<file path="config.mk">
export PLATFORM = sky130hd
export DESIGN_NAME = ahb_slave_mem
export DESIGN_NICKNAME = d
export VERILOG_FILES = /design/src/rtl/ahb_slave_mem.sv
export SDC_FILE = /design/constraint.sdc
export NUM_CORES = 1
export LEC_CHECK = 0
export ABC_CLOCK_PERIOD_IN_PS = 3250
export BUFFER_PORTS_ARGS = -buffer_cell sky130_fd_sc_hd__buf_2
export CORE_ASPECT_RATIO = 0.7
export CORE_MARGIN = 2
export CORE_UTILIZATION = 60
export CTS_CLUSTER_SIZE = 24
export DETAILED_ROUTE_END_ITERATION = 16
export MAX_ROUTING_LAYER = met4
export PLACE_DENSITY_LB_ADDON = 0.25
export SETUP_SLACK_MARGIN = 0.02
export SYNTH_ARGS = -nofsm -noshare
export SYNTH_HDL_FRONTEND = slang
export SYNTH_SLANG_ARGS = --single-unit
</file>
<file path="constraint.sdc">
create_clock -name hclk -period 3.25 [get_ports hclk]
set_input_delay 0.975 -clock hclk [delete_from_list [all_inputs] [get_ports hclk]]
set_output_delay 0.975 -clock hclk [all_outputs]
set_load 0.1 [all_outputs]
</file>
<file path="src/rtl/ahb_slave_mem.sv">
// rtl/ahb_slave_mem.sv - AHB slave with word-addressed register-file memory, wait states and ERROR response
// Optional feature macro: AHB_SLV_BYTE_LANE_EN (legal byte/halfword transfers with lane-masked writes)
module ahb_slave_mem #(
  parameter int ADDR_W      = 4,
  parameter int WAIT_STATES = 1
) (
  input  logic        hclk,
  input  logic        hresetn,
  input  logic        hsel,
  input  logic [31:0] haddr,
  input  logic [1:0]  htrans,
  input  logic        hwrite,
  input  logic [2:0]  hsize,
  input  logic [31:0] hwdata,
  input  logic        hready,
  output logic        hreadyout,
  output logic [1:0]  hresp,
  output logic [31:0] hrdata
);

  localparam int         DEPTH     = 1 << ADDR_W;
  localparam logic [2:0] WAIT_LOAD = (WAIT_STATES > 0) ? 3'(WAIT_STATES - 1) : 3'd0;

  typedef enum logic [2:0] {
    ST_IDLE,
    ST_WAIT,
    ST_DATA,
    ST_ERR1,
    ST_ERR2
  } state_t;

  state_t            state;
  state_t            state_next;
  logic [2:0]        wait_cnt;
  logic [ADDR_W-1:0] cap_idx;
  logic              cap_write;
  logic [31:0]       mem [DEPTH];
  logic              can_accept;
  logic              accept;
  logic              addr_err;
  logic              do_write;

  // New address phases are only taken when the previous data phase is completing
  assign can_accept = (state == ST_IDLE) || (state == ST_DATA) || (state == ST_ERR2);
  assign accept     = can_accept & hsel & hready & htrans[1];
  assign do_write   = (state == ST_DATA) && cap_write;

  // Classify the address phase on the bus as legal or ERROR
  always_comb begin
    addr_err = 1'b0;
    if (haddr[31:ADDR_W+2] != '0)                  addr_err = 1'b1;
    if (hsize > 3'b010)                            addr_err = 1'b1;
    if (hsize == 3'b010 && haddr[1:0] != 2'b00)    addr_err = 1'b1;
    if (hsize == 3'b001 && haddr[0])               addr_err = 1'b1;
`ifndef AHB_SLV_BYTE_LANE_EN
    if (hsize != 3'b010)                           addr_err = 1'b1;
`endif
  end

  // Next-state and response outputs; an accept overrides the default return to idle
  always_comb begin
    state_next = ST_IDLE;
    hreadyout  = 1'b1;
    hresp      = 2'b00;
    case (state)
      ST_WAIT: begin
        hreadyout  = 1'b0;
        state_next = (wait_cnt == 3'd0) ? ST_DATA : ST_WAIT;
      end
      ST_ERR1: begin
        hreadyout  = 1'b0;
        hresp      = 2'b01;
        state_next = ST_ERR2;
      end
      ST_ERR2: hresp = 2'b01;
      default: ;
    endcase
    if (accept) begin
      if (addr_err)             state_next = ST_ERR1;
      else if (WAIT_STATES > 0) state_next = ST_WAIT;
      else                      state_next = ST_DATA;
    end
  end

  // State register, wait counter and captured address/control
  always_ff @(posedge hclk or negedge hresetn) begin
    if (!hresetn) begin
      state     <= ST_IDLE;
      wait_cnt  <= 3'd0;
      cap_idx   <= '0;
      cap_write <= 1'b0;
    end else begin
      state <= state_next;
      if (accept) begin
        wait_cnt  <= WAIT_LOAD;
        cap_idx   <= haddr[ADDR_W+1:2];
        cap_write <= hwrite;
      end else if (state == ST_WAIT && wait_cnt != 3'd0) begin
        wait_cnt <= wait_cnt - 3'd1;
      end
    end
  end

`ifdef AHB_SLV_BYTE_LANE_EN
  logic [2:0] cap_size;
  logic [1:0] cap_off;
  logic [3:0] lane_mask;

  // Remember transfer size and byte offset for the lane mask
  always_ff @(posedge hclk or negedge hresetn) begin
    if (!hresetn) begin
      cap_size <= 3'b000;
      cap_off  <= 2'b00;
    end else if (accept) begin
      cap_size <= hsize;
      cap_off  <= haddr[1:0];
    end
  end

  // Byte lanes touched by the captured write
  always_comb begin
    lane_mask = 4'b1111;
    case (cap_size)
      3'b000:  lane_mask = 4'b0001 << cap_off;
      3'b001:  lane_mask = cap_off[1] ? 4'b1100 : 4'b0011;
      default: lane_mask = 4'b1111;
    endcase
  end

  // Commit write data into the addressed lanes at the end of the data phase
  always_ff @(posedge hclk or negedge hresetn) begin
    if (!hresetn) begin
      for (int i = 0; i < DEPTH; i++) mem[i] <= '0;
    end else if (do_write) begin
      for (int b = 0; b < 4; b++) begin
        if (lane_mask[b]) mem[cap_idx][8*b +: 8] <= hwdata[8*b +: 8];
      end
    end
  end
`else
  // Commit the full write word at the end of the data phase
  always_ff @(posedge hclk or negedge hresetn) begin
    if (!hresetn) begin
      for (int i = 0; i < DEPTH; i++) mem[i] <= '0;
    end else if (do_write) begin
      mem[cap_idx] <= hwdata;
    end
  end
`endif

  assign hrdata = (state == ST_DATA && !cap_write) ? mem[cap_idx] : 32'h0;

endmodule

</file>
==> flow_results.org <==
** Status
- The flow ran to the end, but the final reports show violations.
- Violations in the final reports :: negative setup slack

** Setup path
- At the worst endpoint, the required time is 2.27 ns.
- Walking the worst path, the cells encountered are buf_12 -> buf_12 -> buf_16 -> mux4_2 -> mux2_4 -> a221o_1 -> buf_12.
- Slowest stage cell, crit path :: sky130_fd_sc_hd__mux4_2
- Element type at the critical path end :: output pin
- The kind of cell with the highest combined delay along the critical path is multiplexers.
- Of all nets on the critical path, the largest fanout is 14.
- For this run, the slowest stage of the critical path takes 0.51 ns.
- Top cell by count, worst path :: sky130_fd_sc_hd__buf_12
- Crit path buffers/inverters :: 4
- Crit path depth :: 7
- The setup path with the least slack is of type flop to output pin.
- The worst setup path is launched from a flop.
- Worst EP arrival :: 2.80 ns
- Number of cells on the worst reg-to-reg path :: 6

** Synthesis
- After synthesis the cells add up to 23,800 sq um.
- By area the synthesized netlist is led by sky130_fd_sc_hd__dfrtp_1, sky130_fd_sc_hd__mux2_2, sky130_fd_sc_hd__mux4_2.
- Total of flip-flops plus latches after synthesis :: 523
- Post-synthesis cell type with the largest combined area :: sky130_fd_sc_hd__dfrtp_1
- For this run, the number of Yosys warnings is 0.
- Sequential element share of the synthesized area :: 0.550
- Syn Area/Cell :: 16.2 sq um
- Yosys mapped the design onto 42 distinct sky130hd cell types.
- Fraction of post-synthesis cell area in the top cell type by area :: 0.550
- After technology mapping, the gate count stands at 1,470.
- Counting every net in the synthesized netlist gives 1,546.

** Floorplanning
- The die covers 41,300 sq um.
- After floorplanning, the core was divided into 60 placement rows.
- 109 I/O pins were placed.
- For this configuration, the core starts out at a cell density of 0.614.
- Width of the chip :: 242 microns
- Die Span Y :: 171 microns
- The core region is 38,700 sq um.

** STA
- Final count of hold timing violations :: 0
- Finish-stage setup viols :: 32
- Headroom to the max-slew limit came out at 0.548.
- Crit path time final :: 3.78 ns
- For this run, the top clock speed supported by timing is 0.265 GHz.
- The final number of max-transition violations came to 0.
- Post-Route Skew :: 0.0171 ns
- Of the available clock period, the critical path in the final layout requires 1.16.
- Crit path setup slack, layout :: -0.527 ns
- Transition time of the tightest slew-check pin :: 0.676 ns
- RSZ-0062 raised after global routing :: true

** Global routing
- Wire length of the first global-routing pass :: 89.7 mm
- Pin count of the biggest net entering global routing :: 93
- After global routing the overflow that remains totals 0.
- The via count of the first global-routing pass was 14,700.
- Antenna violations before repair :: 11
- All-Layer GR Usage :: 0.299

** Detailed routing
- Antenna Nets Post-Route :: 0
- The routed layout has 13,600 vias.
- WL per Instance :: 27.1 microns
- Drt pass-1 iters :: 4
- In the routed layout, each cell is associated on average with a via count of 6.33.
- Detailed-route DRC error count :: 0
- The routed design has 58.3 mm of wire.
- The detailed router finished its first iteration with 981 violations.

** CTS
- TritonCTS Buffers :: 48
- In this run the deepest clock path goes through 3 buffers.
- For the worst-skew pair, the clock arrives at the later sink with an insertion delay of 0.58 ns.
- CTS tree :: built
- The H-tree was split into 2 levels.
- Clock-pin slew reported for the worst setup and hold paths after clock tree synthesis :: 0.06 ns
- The root buffer cell chosen for the clock tree is sky130_fd_sc_hd__clkbuf_16.
- Counting every sink on the clock net gives 523.
- For this design, the CTS-stage hold fixing added 0 buffers.

** Final layout
- In the final layout, the share of cells above drive strength 1 is 0.590.
- After routing the design area is 27,800 sq um.
- Compared with the post-synthesis result, the final layout area differs by 16.7%.
- Layout Nets :: 1,656

** Min path
- Worst hold-check path type :: input port to async pin

** Flow run
- Across the run, the number of max-cap violations was 0.

** Placed design
- Timing analysis after detailed placement gives a worst setup slack of 0.00317 ns.
- GPL Wtd Cong :: 0.752
- In this run the tool buffered the top-level ports with 106 buffer cells.
- Post-Place Cell Area :: 25,800 sq um
- Half-perimeter wire length after detailed placement :: 35.8 mm

** Pwr
- Static power due to leakage :: 12.3 nW
- Maximum resistive drop on vdd :: 0.000531 V
- Power density over the cells :: 853 nW/um^2
## cell usage in the layout (no fill, tap or decap), types with 3 or more instances in the layout
cell type / n
sky130_fd_sc_hd__buf_12: 66
sky130_fd_sc_hd__mux2_2: 518
sky130_fd_sc_hd__clkinv_2: 6
sky130_fd_sc_hd__buf_16: 5
sky130_fd_sc_hd__mux2_1: 10
sky130_fd_sc_hd__a221o_1: 32
sky130_fd_sc_hd__nand2_2: 9
sky130_fd_sc_hd__clkbuf_16: 50
sky130_fd_sc_hd__diode_2: 12
sky130_fd_sc_hd__buf_2: 73
sky130_fd_sc_hd__nor2_1: 5
sky130_fd_sc_hd__clkbuf_8: 13
sky130_fd_sc_hd__nand2_1: 20
sky130_fd_sc_hd__mux4_2: 128
sky130_fd_sc_hd__clkbuf_1: 11
sky130_fd_sc_hd__nor2b_4: 3
sky130_fd_sc_hd__inv_1: 3
sky130_fd_sc_hd__nor4_1: 6
sky130_fd_sc_hd__buf_4: 40
sky130_fd_sc_hd__dfrtp_4: 3
sky130_fd_sc_hd__nor2b_1: 33
sky130_fd_sc_hd__mux2_4: 17
sky130_fd_sc_hd__dfrtp_1: 520
sky130_fd_sc_hd__bufinv_16: 3
## layout make-up
class / instances / area, sq um
Antenna cell: 12 / 30.0
Clock buffer: 72 / 1420
Clock inverter: 11 / 145
Fill cell: 2492 / 11000
Inverter: 3 / 11.3
Multi-Input combinational cell: 814 / 10200
Sequential cell: 523 / 13100
Tap cell: 527 / 659
Timing Repair Buffer: 190 / 2230
## stage by stage
stage          utilization  cells  hold WS, ns  TNS [ns]  power [mW]
2_1_floorplan            -   1470        0.453         0        15.2
3_3_place_gp         0.666   2042        0.462         0        17.1
3_5_place_dp         0.666   2042        0.471         0        17.5
4_1_cts              0.712   2137        0.397    -14.84        23.5
5_1_grt              0.716   2148        0.419    -15.92        24.7
6_report             0.717   2152        0.386    -14.25        23.7
## path summary, 6_finish.rpt
path,startpoint,slack (ns),end
min in group hclk,mem[389]$_DFFE_PN0P_,0.49,mem[389]$_DFFE_PN0P_
min reg2reg,mem[389]$_DFFE_PN0P_,0.49,mem[389]$_DFFE_PN0P_
min,hresetn,0.39,mem[301]$_DFFE_PN0P_
max reg2reg,state[0]$_DFF_PN0_,0.65,mem[353]$_DFFE_PN0P_
max in group asynchronous,hresetn,1.90,mem[86]$_DFFE_PN0P_
max,cap_idx[1]$_DFFE_PN0P_,-0.53,hrdata[27]
## cell families after synthesis
kind of cell / after synthesis / share of synthesized area
multiplexers: 673 / 0.379
flip-flops: 523 / 0.550
buffers and inverters: 133 / 0.0290
AND/OR/NAND/NOR: 99 / 0.0253
AO/OA/AOI/OAI: 37 / 0.0148
adder cells (fa/ha/maj): 2 / 0.00105
XOR/XNOR: 2 / 0.000736
other: 1 / 0.000158
## state kept, by name, indices dropped and copies added, names as in the netlist
name and flops:
mem 512, cap_idx 4, cap_write 1, wait_cnt 3
state 3
## worst register-to-register path: stages (launching register included)
cell,delay [ns]
sky130_fd_sc_hd__dfrtp_1,0.47
sky130_fd_sc_hd__nand4bb_1,0.22
sky130_fd_sc_hd__buf_4,0.20
sky130_fd_sc_hd__nor3b_2,0.41
sky130_fd_sc_hd__nand2_2,0.53
sky130_fd_sc_hd__buf_4,0.37
sky130_fd_sc_hd__mux2_2,0.29
## timing repair
| item | in CTS | in global routing |
|---|---|---|
| buffers inserted | 9 | 2 |
| endpoints found under the hold margin | 0 | 0 |
| pin swaps | 3 | 3 |
| endpoints found under the setup margin | 32 | 32 |
| gates resized for setup | 17 | 18 |
| gates cloned | 3 | 2 |
## synth_stat cells, drive strengths merged
master / number
nor4: 7
ha: 2
and3: 1
a21oi: 1
mux4: 128
nor2b: 36
nor3: 3
conb: 1
dfrtp: 523
a221o: 32
nand4: 2
nand3: 1
nand3b: 1
nor4b: 2
o22ai: 1
xor2: 1
o21ai: 1
nand2b: 2
mux2: 545
or2: 1
nand4b: 1
buf: 82
inv: 3
o31ai: 1
clkbuf: 48
a21o: 1
xnor2: 1
and2b: 1
nand2: 29
nor3b: 5
nor2: 6
nand4bb: 1
## where the power goes
| part | leakage [nW] | switching, mW | internal (mW) |
|---|---|---|---|
| registers | 6.60 | 1.11 | 8.56 |
| clock network | 0.775 | 2.43 | 3.25 |
| logic | 4.92 | 3.47 | 4.86 |
| total | 12.3 | 7.01 | 16.7 |
## routing by layer
| layer | wire [microns] | up-vias | part of all wire | track usage |
|---|---|---|---|---|
| met5 | 0 | - | 0 | - |
| met4 | 1390 | 0 | 0.024 | 0.0827 |
| met3 | 3530 | 110 | 0.061 | 0.0541 |
| met2 | 27000 | 360 | 0.46 | 0.454 |
| met1 | 26300 | 7414 | 0.45 | 0.422 |
| li1 | - | 5736 | - | - |
Power figures use the tool's default switching activity.
